## config.mk

```make
export PLATFORM = sky130hd
export DESIGN_NAME = round_tracker
export DESIGN_NICKNAME = d
export VERILOG_FILES = /design/src/rtl/round_tracker.sv
export SDC_FILE = /design/constraint.sdc
export NUM_CORES = 1
export LEC_CHECK = 0
export BUFFER_PORTS_ARGS = -buffer_cell sky130_fd_sc_hd__buf_2
export CELL_PAD_IN_SITES_DETAIL_PLACEMENT = 0
export CELL_PAD_IN_SITES_GLOBAL_PLACEMENT = 2
export CORE_ASPECT_RATIO = 1.2
export CORE_MARGIN = 2
export CORE_UTILIZATION = 32
export DETAILED_ROUTE_END_ITERATION = 10
export PLACE_DENSITY_LB_ADDON = 0.2
export SYNTH_ARGS = -nofsm -noshare
export SYNTH_HDL_FRONTEND = slang
export SYNTH_SLANG_ARGS = --single-unit
```

## constraint.sdc

```tcl
create_clock -name Clk -period 4.2 [get_ports Clk]
set_input_delay 0.63 -clock Clk [delete_from_list [all_inputs] [get_ports Clk]]
set_output_delay 0.63 -clock Clk [all_outputs]
set_load 0.1 [all_outputs]
```

## src/rtl/round_tracker.sv

```systemverilog
// round_tracker: per-bird shot, fly-away and score bookkeeping for one game.
// Ports: Clk/Reset (sync, active-high); level commands new_round, reset_shots,
//   reset_score, reset_birds; pulses trigger (with hit), frame_tick;
//   status no_shots_left, flew_away, bird_shot, game_over, passed;
//   display shots_left, birds_done, hit_mask, score.
module round_tracker #(
  parameter int SHOTS      = 3,
  parameter int BIRDS      = 10,
  parameter int FLY_FRAMES = 300,
  parameter int HIT_POINTS = 500,
  parameter int PASS_HITS  = 6
) (
  input  logic             Clk,
  input  logic             Reset,
  input  logic             new_round,
  input  logic             reset_shots,
  input  logic             reset_score,
  input  logic             reset_birds,
  input  logic             trigger,
  input  logic             hit,
  input  logic             frame_tick,
  output logic             no_shots_left,
  output logic             flew_away,
  output logic             bird_shot,
  output logic             game_over,
  output logic             passed,
  output logic [1:0]       shots_left,
  output logic [3:0]       birds_done,
  output logic [BIRDS-1:0] hit_mask,
  output logic [15:0]      score
);

  localparam int TW = $clog2(FLY_FRAMES + 1);
  localparam logic [1:0]  LP_SHOTS = 2'(SHOTS);
  localparam logic [3:0]  LP_BIRDS = 4'(BIRDS);
  localparam logic [TW-1:0] LP_FLY = TW'(FLY_FRAMES);
  localparam logic [16:0] LP_PTS   = 17'(HIT_POINTS);

  typedef enum logic [1:0] {
    S_IDLE,
    S_ACTIVE,
    S_RESOLVED
  } state_t;

  state_t           r_state, w_state;
  logic [1:0]       r_shots, w_shots;
  logic [TW-1:0]    r_timer, w_timer;
  logic [15:0]      r_score, w_score;
  logic [3:0]       r_birds, w_birds;
  logic [BIRDS-1:0] r_mask, w_mask;
  logic             r_shot, w_shot;
  logic             r_flew, w_flew;

  logic             w_cmd;
  logic             w_fire;
  logic             w_hit;
  logic             w_fly;
  logic [TW-1:0]    w_tmr_inc;
  logic [16:0]      w_sum;

  always_ff @(posedge Clk) begin
    if (Reset) begin
      r_state <= S_IDLE;
      r_shots <= LP_SHOTS;
      r_timer <= '0;
      r_score <= '0;
      r_birds <= '0;
      r_mask  <= '0;
      r_shot  <= 1'b0;
      r_flew  <= 1'b0;
    end else begin
      r_state <= w_state;
      r_shots <= w_shots;
      r_timer <= w_timer;
      r_score <= w_score;
      r_birds <= w_birds;
      r_mask  <= w_mask;
      r_shot  <= w_shot;
      r_flew  <= w_flew;
    end
  end

  always_comb begin
    w_state   = r_state;
    w_shots   = r_shots;
    w_timer   = r_timer;
    w_score   = r_score;
    w_birds   = r_birds;
    w_mask    = r_mask;
    w_shot    = r_shot;
    w_flew    = r_flew;
    w_cmd     = reset_birds | reset_score | reset_shots;
    w_fire    = (r_state == S_ACTIVE) && trigger && (r_shots != 2'd0);
    w_hit     = w_fire && hit;
    w_tmr_inc = r_timer + 1'b1;
    w_fly     = frame_tick && (w_tmr_inc == LP_FLY);
    w_sum     = {1'b0, r_score} + LP_PTS;

    // Any reset command this cycle masks new_round, trigger and ticks.
    if (w_cmd) begin
      if (reset_shots) w_shots = LP_SHOTS;
      if (reset_score) w_score = '0;
      if (reset_birds) begin
        w_birds = '0;
        w_mask  = '0;
        w_shot  = 1'b0;
        w_flew  = 1'b0;
        w_state = S_IDLE;
      end
    end else if (new_round) begin
      if (r_birds < LP_BIRDS) begin
        w_state = S_ACTIVE;
        w_shots = LP_SHOTS;
        w_timer = '0;
        w_shot  = 1'b0;
        w_flew  = 1'b0;
      end else begin
        w_state = S_IDLE;
      end
    end else if (r_state == S_ACTIVE) begin
      if (w_fire) w_shots = r_shots - 1'b1;
      if (frame_tick) w_timer = w_tmr_inc;
      // A hit wins over a fly-away landing on the same tick.
      if (w_hit) begin
        w_shot  = 1'b1;
        w_mask  = r_mask | (BIRDS'(1) << r_birds);
        w_score = w_sum[16] ? 16'hFFFF : w_sum[15:0];
        w_birds = r_birds + 1'b1;
        w_state = S_RESOLVED;
      end else if (w_fly) begin
        w_flew  = 1'b1;
        w_birds = r_birds + 1'b1;
        w_state = S_RESOLVED;
      end
    end
  end

  assign shots_left    = r_shots;
  assign birds_done    = r_birds;
  assign hit_mask      = r_mask;
  assign score         = r_score;
  assign bird_shot     = r_shot;
  assign flew_away     = r_flew;
  assign no_shots_left = (r_shots == 2'd0) && !r_shot;
  assign game_over     = (r_birds == LP_BIRDS);
  assign passed        = ($countones(r_mask) >= PASS_HITS);

endmodule

```

After elaboration in Yosys (flattened, before gate mapping):

Cells that the tools add are included.
Widths: inputs -> output; s select.

* shift operators: 1
* muxes and demuxes: 45
* bitwise operators: 4
* magnitude comparators: 2
* equal/unequal tests: 10
* $add $sub $neg: 13
* reductions and logical operators: 26

Operator list (count)
* $mux 16: 6
* $mux 10: 5
* $mux 9: 4
* $mux 2: 12
* $mux 4: 6
* $reduce_and 4->1: 6
* $add 16x9->17 const B: 1
* $reduce_bool 3->1: 5
* $mux 1: 12
* $add 1x1->2: 5
* $or 10x10->10: 1
* $reduce_bool 2->1: 5
* $shl 1x4->10 const A: 1
* $add 9x1->9 const B: 1
* $eq 9x9->1 const B: 1
* $add 2x2->3: 2
* $ne 2x2->1 const B: 3
* $add 4x2->5: 1
* $ge 5x3->1 const B: 1
* $logic_and 1x1->1: 5
* $reduce_and 5->1: 1
* $add 3x3->4: 1
* $add 4x1->4 const B: 1
* $eq 4x4->1 const B: 1
* 12 further kinds: 14

* flip-flop bits (word level): 45
* output and inout bits: 37
* input port bits: 9
* logic and storage cells: 109

Logic depth before layout (Yosys ltp):

* word-level depth: 8
* gate-level depth with buffers: 10
* gate-level depth less buffers: 10

Least setup slack after synthesis:

OpenSTA, ideal clock, no wires.

* kind: reg2out
* start: register r_mask[0] (netlist: hit_mask[0])
* end: output port passed
* stages on the path, launching flop included: 11
* arrival time: 4.810 ns
* path slack: -1.240 ns
* data required time: 3.570 ns
* buffers on the path: 0
* cell sequence: dfxtp_1 > inv_1 > fa_1 > fa_1 > fa_1 > inv_1 > ha_1 > inv_1 > fa_1 > xor2_1 > o22ai_1

* cells in the longest elaborated chain, start to end: 5

Ends and longest elaborated chain
* from (decl): RTL line 50 `logic [BIRDS-1:0] r_mask, w_mask;`
* from (signal assigned): RTL line 77 `r_mask <= w_mask;`
* $add 1x1->2 (implied by the code): RTL line 146 `assign passed = ($countones(r_mask) >= PASS_HITS);`
* $add 2x2->3 (implied by the code): RTL line 146
* $add 3x3->4 (implied by the code): RTL line 146
* $add 4x2->5 (implied by the code): RTL line 146
* $ge 5x3->1: RTL line 146
* to (decl): RTL line 26 `output logic passed,`

No other way between the ends.

Worst setup path after layout:

Ends and elaborated chain as after synthesis.

==> results.yml <==
status:
  outcome: "complete, no violations"
power:
  sw_frac_of_total_pct: 26.8
  p_sw_uw: 226
  internal_power_uw: 619
  clockPowerShare_pct: 39.6
  irDropWorstVdd_v: 0.000131
  pwr-share-seq_pct: 50.3
  power.density_mw_per_mm2: 283
  leakage_nw: 1.21
  comb_power_share_pct: 10.1
timing:
  setup_viol: 0
  slew_headroom_pct: 53.2
  slew_viol_final: 0
  fmax_mhz: 248
  grt_setup_unrepaired: "false"
  post-route-min-period_ns: 4.04
  fin_crit_sh_pct: 96.1
  hold_violations: 0
  final.setup.tns_ns: 0
  tightest_slew_ns: 0.702
  skew_ns: 0.00373
worst_setup_path:
  critical_path.slowest_cell: "fa_1"
  crit_path_cell_trace: "inv_1, fa_1, fa_1, fa_1, inv_1, ha_1, inv_1, fa_1, o22ai_4, clkbuf_4"
  r2r_start: "shots_left[0]$_SDFFE_PP1P_"
  reg2reg_depth: 8
  crit_arrival_ns: 3.41
  end_kind: "primary output"
  r2r_slack_ns: 1.96
  start_kind: "flip-flop"
  crit_path_frequent_cell: "fa_1"
  slowest_delay_ns: 0.55
  cp_num_buf_inv: 4
  cp_data_required_time_ns: 3.57
  worstPathMaxFanout: 3
  worstSetupPathType: "reg -> out"
  critPathTopFamily: "adder cells"
  r2r-end: "hit_mask[4]$_SDFFE_PP0P_"
route:
  post-route-drc-count: 0
  routed-wl-met2_um: 3290
  ant_nets: 0
  wl_met1_um: 3190
  routed.top_layer: "met4"
  drtPass1Iterations: 6
  vias_per_cell: 5.35
  drt_iter0_drc: 101
  routedWlPerCell_um: 14.8
  wl_met3_um: 236
  wl_um: 6780
  vias: 2450
logic_synthesis:
  syn_nets: 355
  syn-instance-count: 329
  synthAdderAreaFrac_pct: 9.97
  synth_top_family_by_area: "simple AND/OR/NAND/NOR gates"
  synth_top_area_share_pct: 34.1
  synth_area_mm2: 0.00259
  synth_edf_count: 0
  synthSimpleGateAreaFrac_pct: 26.0
  synth_area_leaders: "dfxtp_1, nor2_1, a21oi_1"
  ys.flop_type: "dfxtp_1"
  ys_seq_area_share_pct: 34.1
  yosysWarnings: 0
  synth.distinct_cells: 48
  synth_compound_area_share_pct: 22.1
  async_reset_ff_share_pct: 0
  synthMuxAreaShare_pct: 1.16
  synth_xor_xnor_area_share_pct: 0.339
  ys_top_cells_by_count: "nor2_1, dfxtp_1, a21oi_1"
  syn_area_per_cell_um2: 7.86
  post-synth-top-count-cell: "nor2_1"
  yosysTopAreaCell: "dfxtp_1"
  ys_seq_elements: 44
hold_path:
  hold_depth: 2
  hp-class: "reg -> reg"
  holdPathEnd: "hit_mask[3]$_SDFFE_PP0P_"
  min_from: "hit_mask[3]$_SDFFE_PP0P_"
placement:
  port_buffers: 45
  gp_congestion: 0.753
  place_area_mm2: 0.00287
  dpl.hpwl_um: 5010
die:
  ios: 46
  fp.dieW_um: 86.1
  core-area_mm2: 0.00775
  dieArea_mm2: 0.00882
  fp.dieH_um: 102
  rows: 35
  start_util_pct: 33.4
clock_tree:
  cts_root_buffer: "clkbuf_8"
  cts_buffer_depth: 2
  clk_latency_ns: 0.30
  htree_levels: 2
  cts_sinks: 44
  path_clk_slew_ns: 0.09
  cts_tree: "built"
  holdBufCountCts: 0
  cts_buffers: 5
cells_and_area:
  diodes: 0
  drive_above_1_share_pct: 18.6
  design_area_mm2: 0.00299
  nets: 391
  area_growth_pct: 15.4
global_routing:
  grt_first_pass_wirelength_um: 11600
  antenna_found_initial: 0
  grt_usage_pct: 16.2
  grt_max_degree: 36
  grt_overflow: 0
  grt_pass1_vias: 2375
job:
  maxCapViolations: 0
## layer usage
layer	vias up	GRT usage, %
met3	5	2.99
met5	-	0
met1	1181	20.4
met4	0	3.66
met2	34	28.9
li1	1230	-
## power by group through the flow
| stage | Sequential (mW) | Combinational [mW] | Clock, mW |
|---|---|---|---|
| after floorplan | 0.454 | 0.0473 | 0 |
| after global placement | 0.434 | 0.0864 | 0 |
| after detailed placement | 0.435 | 0.0862 | 0 |
| after CTS | 0.425 | 0.0864 | 0.344 |
| after global routing | 0.426 | 0.0935 | 0.364 |
| final | 0.425 | 0.0856 | 0.335 |
## worst max-delay path by stage
stage / from / end / slack (ns) / cells past startpoint
finish: hit_mask[0]$_SDFFE_PP0P_ / passed / 0.16 / 10
global route: hit_mask[0]$_SDFFE_PP0P_ / passed / 0.02 / 11
CTS: hit_mask[0]$_SDFFE_PP0P_ / passed / 0.05 / 11
detailed placement: hit_mask[0]$_SDFFE_PP0P_ / passed / 0.39 / 11
global placement: hit_mask[0]$_SDFFE_PP0P_ / passed / 0.43 / 10
floorplan: hit_mask[0]$_SDFFE_PP0P_ / passed / 0.02 / 9
## cells in the final DEF (no fill, tap or decap), drive strengths merged, types with 3 or more instances in the layout
cell	n
nand3	15
nand2	16
and3	9
fa	6
nand2b	6
a21oi	32
nand4	4
inv	22
clkbuf	6
a31oi	10
o21a	3
nor2b	4
nor2	54
mux2i	3
o21bai	4
buf	45
nor3	10
nor4	4
o22ai	4
nand3b	3
ha	11
o21ai	22
dfxtp	44
## through the flow
stage	utilization, %	total power, mW	std cells	hold WS, ns	setup WS (ns)
global placement	37.0	0.521	450	0.446	0.426
floorplan	-	0.501	329	0.474	0.0175
global route	38.5	0.883	458	0.502	0.0168
finish	38.5	0.845	458	0.478	0.163
CTS	38.5	0.856	458	0.480	0.0500
detailed placement	37.0	0.521	450	0.459	0.388
## kinds of logic (layout without fill, tap and decap cells)
kind of cell,count (synthesis),after routing
adders and majority gates,17,17
buffers and inverters,39,76
DFF,44,44
AOI/OAI and AO/OA,92,92
muxes,3,3
xor gates and xnor gates,1,1
and+or+nand+nor,133,133
## final cells by class
class / count / area [um2]
clock inverters: 3 / 42.5
flip-flops and latches: 44 / 888
fillers: 857 / 4770
clock buffers: 5 / 68.8
well taps: 92 / 115
repair buffers: 46 / 235
multi-input cells: 246 / 1550
inverters: 22 / 82.6
## state kept, by name, summed over array words and instances (netlist names)
signal and cells:
bird_shot 1, flew_away 1, r_timer 9, birds_done 4, r_state 2, hit_mask 10, shots_left 2, score 15
## timing repair
action	4_1_cts	5_1_grt
hold endpoints to repair	0	0
endpoints found under the setup margin	0	1
buffers inserted	0	0
resized for setup	0	1
## worst min-delay path: stages, from the launching register on
cell and delay [ns]:
dfxtp_2 0.34, a21oi_1 0.04, nor2_1 0.07
Note: power is estimated with default switching activity, not from simulation.
